===== config.mk =====
export PLATFORM = sky130hd
export DESIGN_NAME = alu_exec_ctrl
export DESIGN_NICKNAME = d
export VERILOG_FILES = /design/src/rtl/alu_exec_ctrl.sv
export SDC_FILE = /design/constraint.sdc
export NUM_CORES = 1
export LEC_CHECK = 0
export ABC_AREA = 1
export BUFFER_PORTS_ARGS = -buffer_cell sky130_fd_sc_hd__buf_4
export CAP_MARGIN = 5
export CORE_MARGIN = 3
export CORE_UTILIZATION = 33
export CTS_CLUSTER_SIZE = 14
export DETAILED_ROUTE_END_ITERATION = 16
export HOLD_SLACK_MARGIN = 0.15
export SYNTH_ARGS = -nofsm -noshare
export SYNTH_HDL_FRONTEND = slang
export SYNTH_SLANG_ARGS = --single-unit

===== constraint.sdc =====
create_clock -name clk -period 2.9 [get_ports clk]
set_input_delay 0.29 -clock clk [delete_from_list [all_inputs] [get_ports clk]]
set_output_delay 0.29 -clock clk [all_outputs]
set_load 0.02 [all_outputs]

===== src/rtl/alu_exec_ctrl.sv =====
// Operand/select staging ahead of the ALU result mux, plus result capture and
// N/Z/C/V flag generation toward writeback over a valid/ready handshake.
module alu_exec_ctrl #(
    parameter int N = 4
) (
    input  logic         clk,
    input  logic         rst,
    input  logic         op_valid,
    output logic         op_ready,
    input  logic [3:0]   op_code,
    input  logic [N-1:0] operand_a,
    input  logic [N-1:0] operand_b,
    output logic [N-1:0] alu_a,
    output logic [N-1:0] alu_b,
    output logic [3:0]   select_alu,
    input  logic [N-1:0] alu_result,
    output logic         wb_valid,
    input  logic         wb_ready,
    output logic [N-1:0] wb_result,
    output logic [3:0]   wb_flags,
    output logic         op_err
);

    localparam logic [3:0] OP_ADD = 4'b0000;
    localparam logic [3:0] OP_SUB = 4'b0001;

    typedef enum logic [1:0] {
        IDLE = 2'd0,
        EXEC = 2'd1,
        WB   = 2'd2
    } state_t;

    state_t       state_q, state_d;
    logic [N-1:0] alu_a_q, alu_a_d;
    logic [N-1:0] alu_b_q, alu_b_d;
    logic [3:0]   sel_q, sel_d;
    logic [N-1:0] res_q, res_d;
    logic [3:0]   flags_q, flags_d;
    logic         err_q, err_d;

    logic legal;
    logic flag_n, flag_z, flag_c, flag_v;
    logic same_sign, res_flip;

    assign legal = (op_code[3:2] == 2'b00);

    always_ff @(posedge clk or posedge rst) begin
        if (rst) begin
            state_q <= IDLE;
            alu_a_q <= '0;
            alu_b_q <= '0;
            sel_q   <= '0;
            res_q   <= '0;
            flags_q <= '0;
            err_q   <= 1'b0;
        end else begin
            state_q <= state_d;
            alu_a_q <= alu_a_d;
            alu_b_q <= alu_b_d;
            sel_q   <= sel_d;
            res_q   <= res_d;
            flags_q <= flags_d;
            err_q   <= err_d;
        end
    end

    always_comb begin
        state_d = state_q;
        case (state_q)
            IDLE:    if (op_valid && legal) state_d = EXEC;
            EXEC:    state_d = WB;
            WB:      if (wb_ready) state_d = IDLE;
            default: state_d = IDLE;
        endcase
    end

    // Carry without a wide adder: a+b overflows N bits exactly when a > ~b.
    always_comb begin
        same_sign = (alu_a_q[N-1] == alu_b_q[N-1]);
        res_flip  = (alu_result[N-1] != alu_a_q[N-1]);
        flag_n    = alu_result[N-1];
        flag_z    = (alu_result == '0);
        flag_c    = 1'b0;
        flag_v    = 1'b0;
        if (sel_q == OP_ADD) begin
            flag_c = (alu_a_q > ~alu_b_q);
            flag_v = same_sign && res_flip;
        end else if (sel_q == OP_SUB) begin
            flag_c = (alu_a_q >= alu_b_q);
            flag_v = !same_sign && res_flip;
        end
    end

    always_comb begin
        alu_a_d = alu_a_q;
        alu_b_d = alu_b_q;
        sel_d   = sel_q;
        res_d   = res_q;
        flags_d = flags_q;
        err_d   = 1'b0;
        if (state_q == IDLE && op_valid) begin
            if (legal) begin
                alu_a_d = operand_a;
                alu_b_d = operand_b;
                sel_d   = op_code;
            end else begin
                err_d = 1'b1;
            end
        end
        if (state_q == EXEC) begin
            res_d   = alu_result;
            flags_d = {flag_n, flag_z, flag_c, flag_v};
        end
    end

    always_comb begin
        op_ready   = (state_q == IDLE);
        wb_valid   = (state_q == WB);
        alu_a      = alu_a_q;
        alu_b      = alu_b_q;
        select_alu = sel_q;
        wb_result  = res_q;
        wb_flags   = flags_q;
        op_err     = err_q;
    end

endmodule

==> results of run 1 <==
==> final cells by class <==
type                       instances  area [um^2]
timing repair buffer              42          315
sequential                        22          551
inverter                          21         81.3
multi-input combinational         88          457
fill                             331         1630
tap                               44         55.1
clock buffer                       4         36.3
==> registers in the layout, indices dropped and copies added (netlist names) <==
register / flops
alu_a: 4
alu_b: 4
op_err: 1
select_alu: 4
state_q: 2
wb_flags: 3
wb_result: 4
==> path summary, 6_finish.rpt <==
kind,end,depth (start not counted)
hold / removal,wb_result[0],2
min in group clk,alu_a[1],3
setup / recovery,wb_flags[1],8
setup reg to reg,wb_flags[1],8
hold reg to reg,wb_flags[0],2
max in group asynchronous,wb_flags[0],2
==> Yosys cell counts <==
| cell type | count | share of area |
|---|---|---|
| nand3_1 | 3 | 0.013 |
| a21oi_1 | 3 | 0.013 |
| buf_4 | 1 | 0.0067 |
| nand2_1 | 46 | 0.15 |
| nand2_2 | 3 | 0.017 |
| o21ai_0 | 6 | 0.027 |
| nor2_1 | 9 | 0.030 |
| inv_1 | 20 | 0.067 |
| buf_8 | 1 | 0.013 |
| inv_4 | 1 | 0.0056 |
| nand3_4 | 1 | 0.016 |
| or2_2 | 1 | 0.0056 |
| buf_2 | 1 | 0.0045 |
| nor2_2 | 1 | 0.0056 |
| dfrtp_1 | 22 | 0.49 |
| nor2_4 | 1 | 0.010 |
| ha_1 | 8 | 0.090 |
| o21ai_1 | 6 | 0.027 |
==> kinds of logic after synthesis <==
logic type	synth area share
simple gates	0.252
fa+ha+maj	0.0897
compound gates	0.0673
buf+inv	0.0975
flops	0.493
==> stage by stage <==
step / cell area (um^2) / cells / total power [W] / util
final: 1500 / 221 / 0.00100 / 0.478
after global routing: 1500 / 221 / 0.00108 / 0.478
after CTS: 1500 / 221 / 0.00102 / 0.478
after detailed placement: 1460 / 217 / 0.000844 / 0.466
after global placement: 1460 / 217 / 0.000832 / 0.466
after floorplan: 1120 / 134 / 0.000675 / -
==> worst max-delay path, stage by stage (launching register included) <==
cell and delay, ps:
dfrtp_1 450, ha_1 360, inv_1 80, a21oi_1 170, nand2_1 80, nand2_1 60
nand2_1 50, nand2_1 50, nand2_1 40
==> power breakdown <==
group | switching, W | internal, W
combinational | 0.000239 | 0.000177
clock | 0.0000928 | 0.0000766
sequential | 0.0000463 | 0.000369
==> routing by layer <==
metal / vias up / GRT usage / part of all wire
met5: - / 0 / 0
met1: 448 / 0.146 / 0.44
met3: 2 / 0.0457 / 0.076
met2: 30 / 0.210 / 0.48
li1: 494 / - / -
met4: 0 / 0.00792 / 0.0039
==> qor.txt, run 1 <==
Status: complete, no violations
# Post-CTS Setup Buffers: 0
Final setup margin: 1460 ps
Lkg Pwr: 0.863 nW
Port buffer count: 42
Achievable frequency: 0.694 GHz
Internal reg-to-reg setup slack: 1460 ps
Syn Area/Cell: 8.33 um^2
CTS clock-pin slew for the worst setup and hold paths: 120 ps
Antenna Cells: 0
Worst slack, placed: 1510 ps
Mapped cell area: 1120 um^2
Skew final: 2.27 ps
Synth Net Count: 162
Synthesis warning total: 0
Max Transition Viols Final: 0
First-pass GRT wire length: 3990 um
Clock buffer count from CTS: 3
Yosys cell types: 18
Post-DP HPWL: 1830 um
Seq/Total Area, Yosys: 0.493
Final hold viol count: 0
CP arrival: 1650 ps
Unrepaired setup endpoints after global routing: no
DR iter-0 viols: 33
Setup TNS: 0 ps
Most common cell after layout, fill and taps aside: nand2_1
Starting density of the core: 0.357
Post-Synthesis Cells: 134
PwrDens: 670 nW/um^2
H-tree level count: 1
CTS root buffer: clkbuf_4
Worst Max-Slew Pin Slew: 843 ps
Clk_lat worst skew: 310 ps
Drc violations: 0
Commonest non-fill, non-tap cells in the layout: nand2_1, buf_4, dfrtp_1
CTS tree: done
WS Path Type: flop to flop
Hold_buf cts: 0
Core area: 3130 um^2
Worst setup SP type: flop
Layout area overhead: 34.0%
Total GRT Usage: 0.120
Vias in the first global route: 903
Avg WL per Cell: 10.5 um
Setup crit end kind: flop
Largest net degree at the start of global routing: 23
Die width: 64.2 um
Hold WS: 140 ps
Row count: 20
CP required: 3110 ps
Fin nets: 206
Longest Clk Path Bufs: 2
Initial antenna violation count: 0
Fin crit period: 1440 ps
Crit path max fanout: 6
Synthesized flop and latch total: 22
Worst setup path start: alu_a[3]
FF-to-FF Start: alu_a[3]
Final setup vio count: 0
Remaining antenna violation count: 0
I/O pin cnt: 43
Pre-antenna DRT Iters: 4
Clock sink total: 22
Via-to-Cell Ratio: 4.41
DIE AREA: 4120 um^2
CTS resizes: 0
Final period utilization: 0.497
Chip Height: 64.2 um
Maximum capacitance violations: 0
Hold crit path type: input port to async pin
RePlAce Congestion: 0.846
Max VDD drop: 0.400 mV
Slew Limit Headroom: 0.437
Post-Route WL: 2330 um
Vias: 974
Layout cells sized above 1: 0.305
Total grt overflow: 0
Power figures use the tool's default switching activity.
==> run 2: changes to the inputs <==
==> constraint.sdc (replaced) <==
create_clock -name clk -period 1.3 [get_ports clk]
set_input_delay 0.13 -clock clk [delete_from_list [all_inputs] [get_ports clk]]
set_output_delay 0.13 -clock clk [all_outputs]
set_load 0.02 [all_outputs]
==> qor.txt, run 2 (synthesis gave the netlist of run 1 again) <==
CP max-delay cell: dfrtp_2
Top Layer Used: met4
Post-DP HPWL: 1870 um
Status: complete, no violations
Row count: 20
Final period utilization: 0.970
Final hold viol count: 0
CTS tree: done
Fin nets: 233
Commonest non-fill, non-tap cells in the layout: buf_4, nand2_1, dlygate4sd3_1
DIE AREA: 4120 um^2
Layout area overhead: 63.5%
Post-Route WL: 2690 um
H-tree level count: 1
Crit path largest cell delay: 460 ps
Total GRT Usage: 0.142
CTS root buffer: clkbuf_4
Clock buffer count from CTS: 3
CTS clock-pin slew for the worst setup and hold paths: 120 ps
FF-to-FF Start: alu_a[2]
Final setup margin: 39.1 ps
Setup crit end kind: flop
Chip Height: 64.2 um
RePlAce Congestion: 0.760
Lkg Pwr: 0.969 nW
First-pass GRT wire length: 4680 um
Worst setup path start: alu_a[2]
Worst setup SP type: flop
PwrDens: 1380 nW/um^2
Max Transition Viols Final: 0
Layout cells sized above 1: 0.407
Via-to-Cell Ratio: 4.31
WL met3: 149 um
WS Path Type: flop to flop
Die width: 64.2 um
Util after Layout: 0.583
DR iter-0 viols: 61
Worst Max-Slew Pin Slew: 287 ps
Max VDD drop: 0.741 mV
Switching share of total power: 0.372
M1 WL: 1160 um
Worst-path cell chain: ha_4 > nor2_4 > inv_1 > nor2_1 > nor2_1 > nand2_1 > nand2_1 > nand2_1 > nand2_1
Port buffer count: 42
Sw power: 0.000934 W
Slew Limit Headroom: 0.808
CP required: 1520 ps
Total grt overflow: 0
Hold crit path type: input port to async pin
Clock sink total: 22
Vias: 1,070
Final setup vio count: 0
Starting density of the core: 0.357
Longest Clk Path Bufs: 2
Pre-antenna DRT Iters: 4
Clock network power share: 0.151
Clk_lat worst skew: 310 ps
Crit path max fanout: 3
Worst slack, placed: -5.99 ps
Routed wl met2: 1340 um
Fin crit period: 1260 ps
Unrepaired setup endpoints after global routing: yes
Logic gate share of total power: 0.475
P_int: 0.00157 W
Skew final: 2.06 ps
Cell mode on critical path: nand2_1
Remaining antenna violation count: 0
Largest net degree at the start of global routing: 23
CP arrival: 1480 ps
Initial antenna violation count: 0
I/O pin cnt: 43
Most common cell after layout, fill and taps aside: buf_4
Vias in the first global route: 1,064
Maximum capacitance violations: 0
Antenna Cells: 0
Core area: 3130 um^2
Flop pwr share: 0.374
Drc violations: 0
Avg WL per Cell: 10.9 um
Achievable frequency: 0.793 GHz
-- run 2: area by class of cell --
cell class | instances | area [um^2]
Inverter | 21 | 86.3
Sequential cell | 22 | 561
Tap cell | 44 | 55.1
Fill cell | 293 | 1300
Clock buffer | 4 | 36.3
Timing Repair Buffer | 69 | 566
Multi-Input combinational cell | 88 | 520
-- run 2: metrics by stage --
stage	hold slack, ps	power, W	setup TNS (ps)	instance area [um^2]	instances
6_report	400	0.00251	0	1820	248
5_1_grt	424	0.00271	-93.4	1820	248
4_1_cts	403	0.00244	0	1780	247
3_5_place_dp	198	0.00198	-5.99	1540	223
3_3_place_gp	194	0.00197	0	1540	223
2_1_floorplan	119	0.00155	0	1150	134
-- run 2: worst paths after layout --
path / end / slack, ps / depth (start not counted)
max: wb_flags[1] / 40 / 9
min: op_err / 400 / 4
max reg2reg: wb_flags[1] / 40 / 9
min reg2reg: wb_result[1] / 500 / 2
max in group asynchronous: alu_b[3] / 660 / 4
min in group clk: wb_result[1] / 500 / 2
-- run 2: per-layer routing --
metal / global-route usage / vias up
met5: 0 / -
met4: 0.0475 / 0
met3: 0.0281 / 4
met2: 0.259 / 33
met1: 0.165 / 486
li1: - / 547
-- run 2: what timing repair did --
item	4_1_cts	5_1_grt
setup buffers	1	1
pin swaps	0	2
endpoints found under the hold margin	40	0
hold buffers	19	0
setup endpoints to repair	1	4
gates resized for setup	2	11
-- run 2: worst max-delay path, delay by kind of cell, from the launching register on --
| family | cells | cell delay (ps) |
|---|---|---|
| fa+ha+maj | 1 | 260 |
| buf+inv | 1 | 40 |
| flops | 1 | 460 |
| simple gates | 7 | 420 |
-- run 2: power groups by stage --
stage               logic [W]  registers (W)  clock network (W)
finish                0.00119       0.000938           0.000378
CTS                   0.00111       0.000932           0.000396
detailed placement    0.00104       0.000947                  0
floorplan            0.000432        0.00112                  0
global placement      0.00103       0.000940                  0
global route          0.00132       0.000956           0.000431
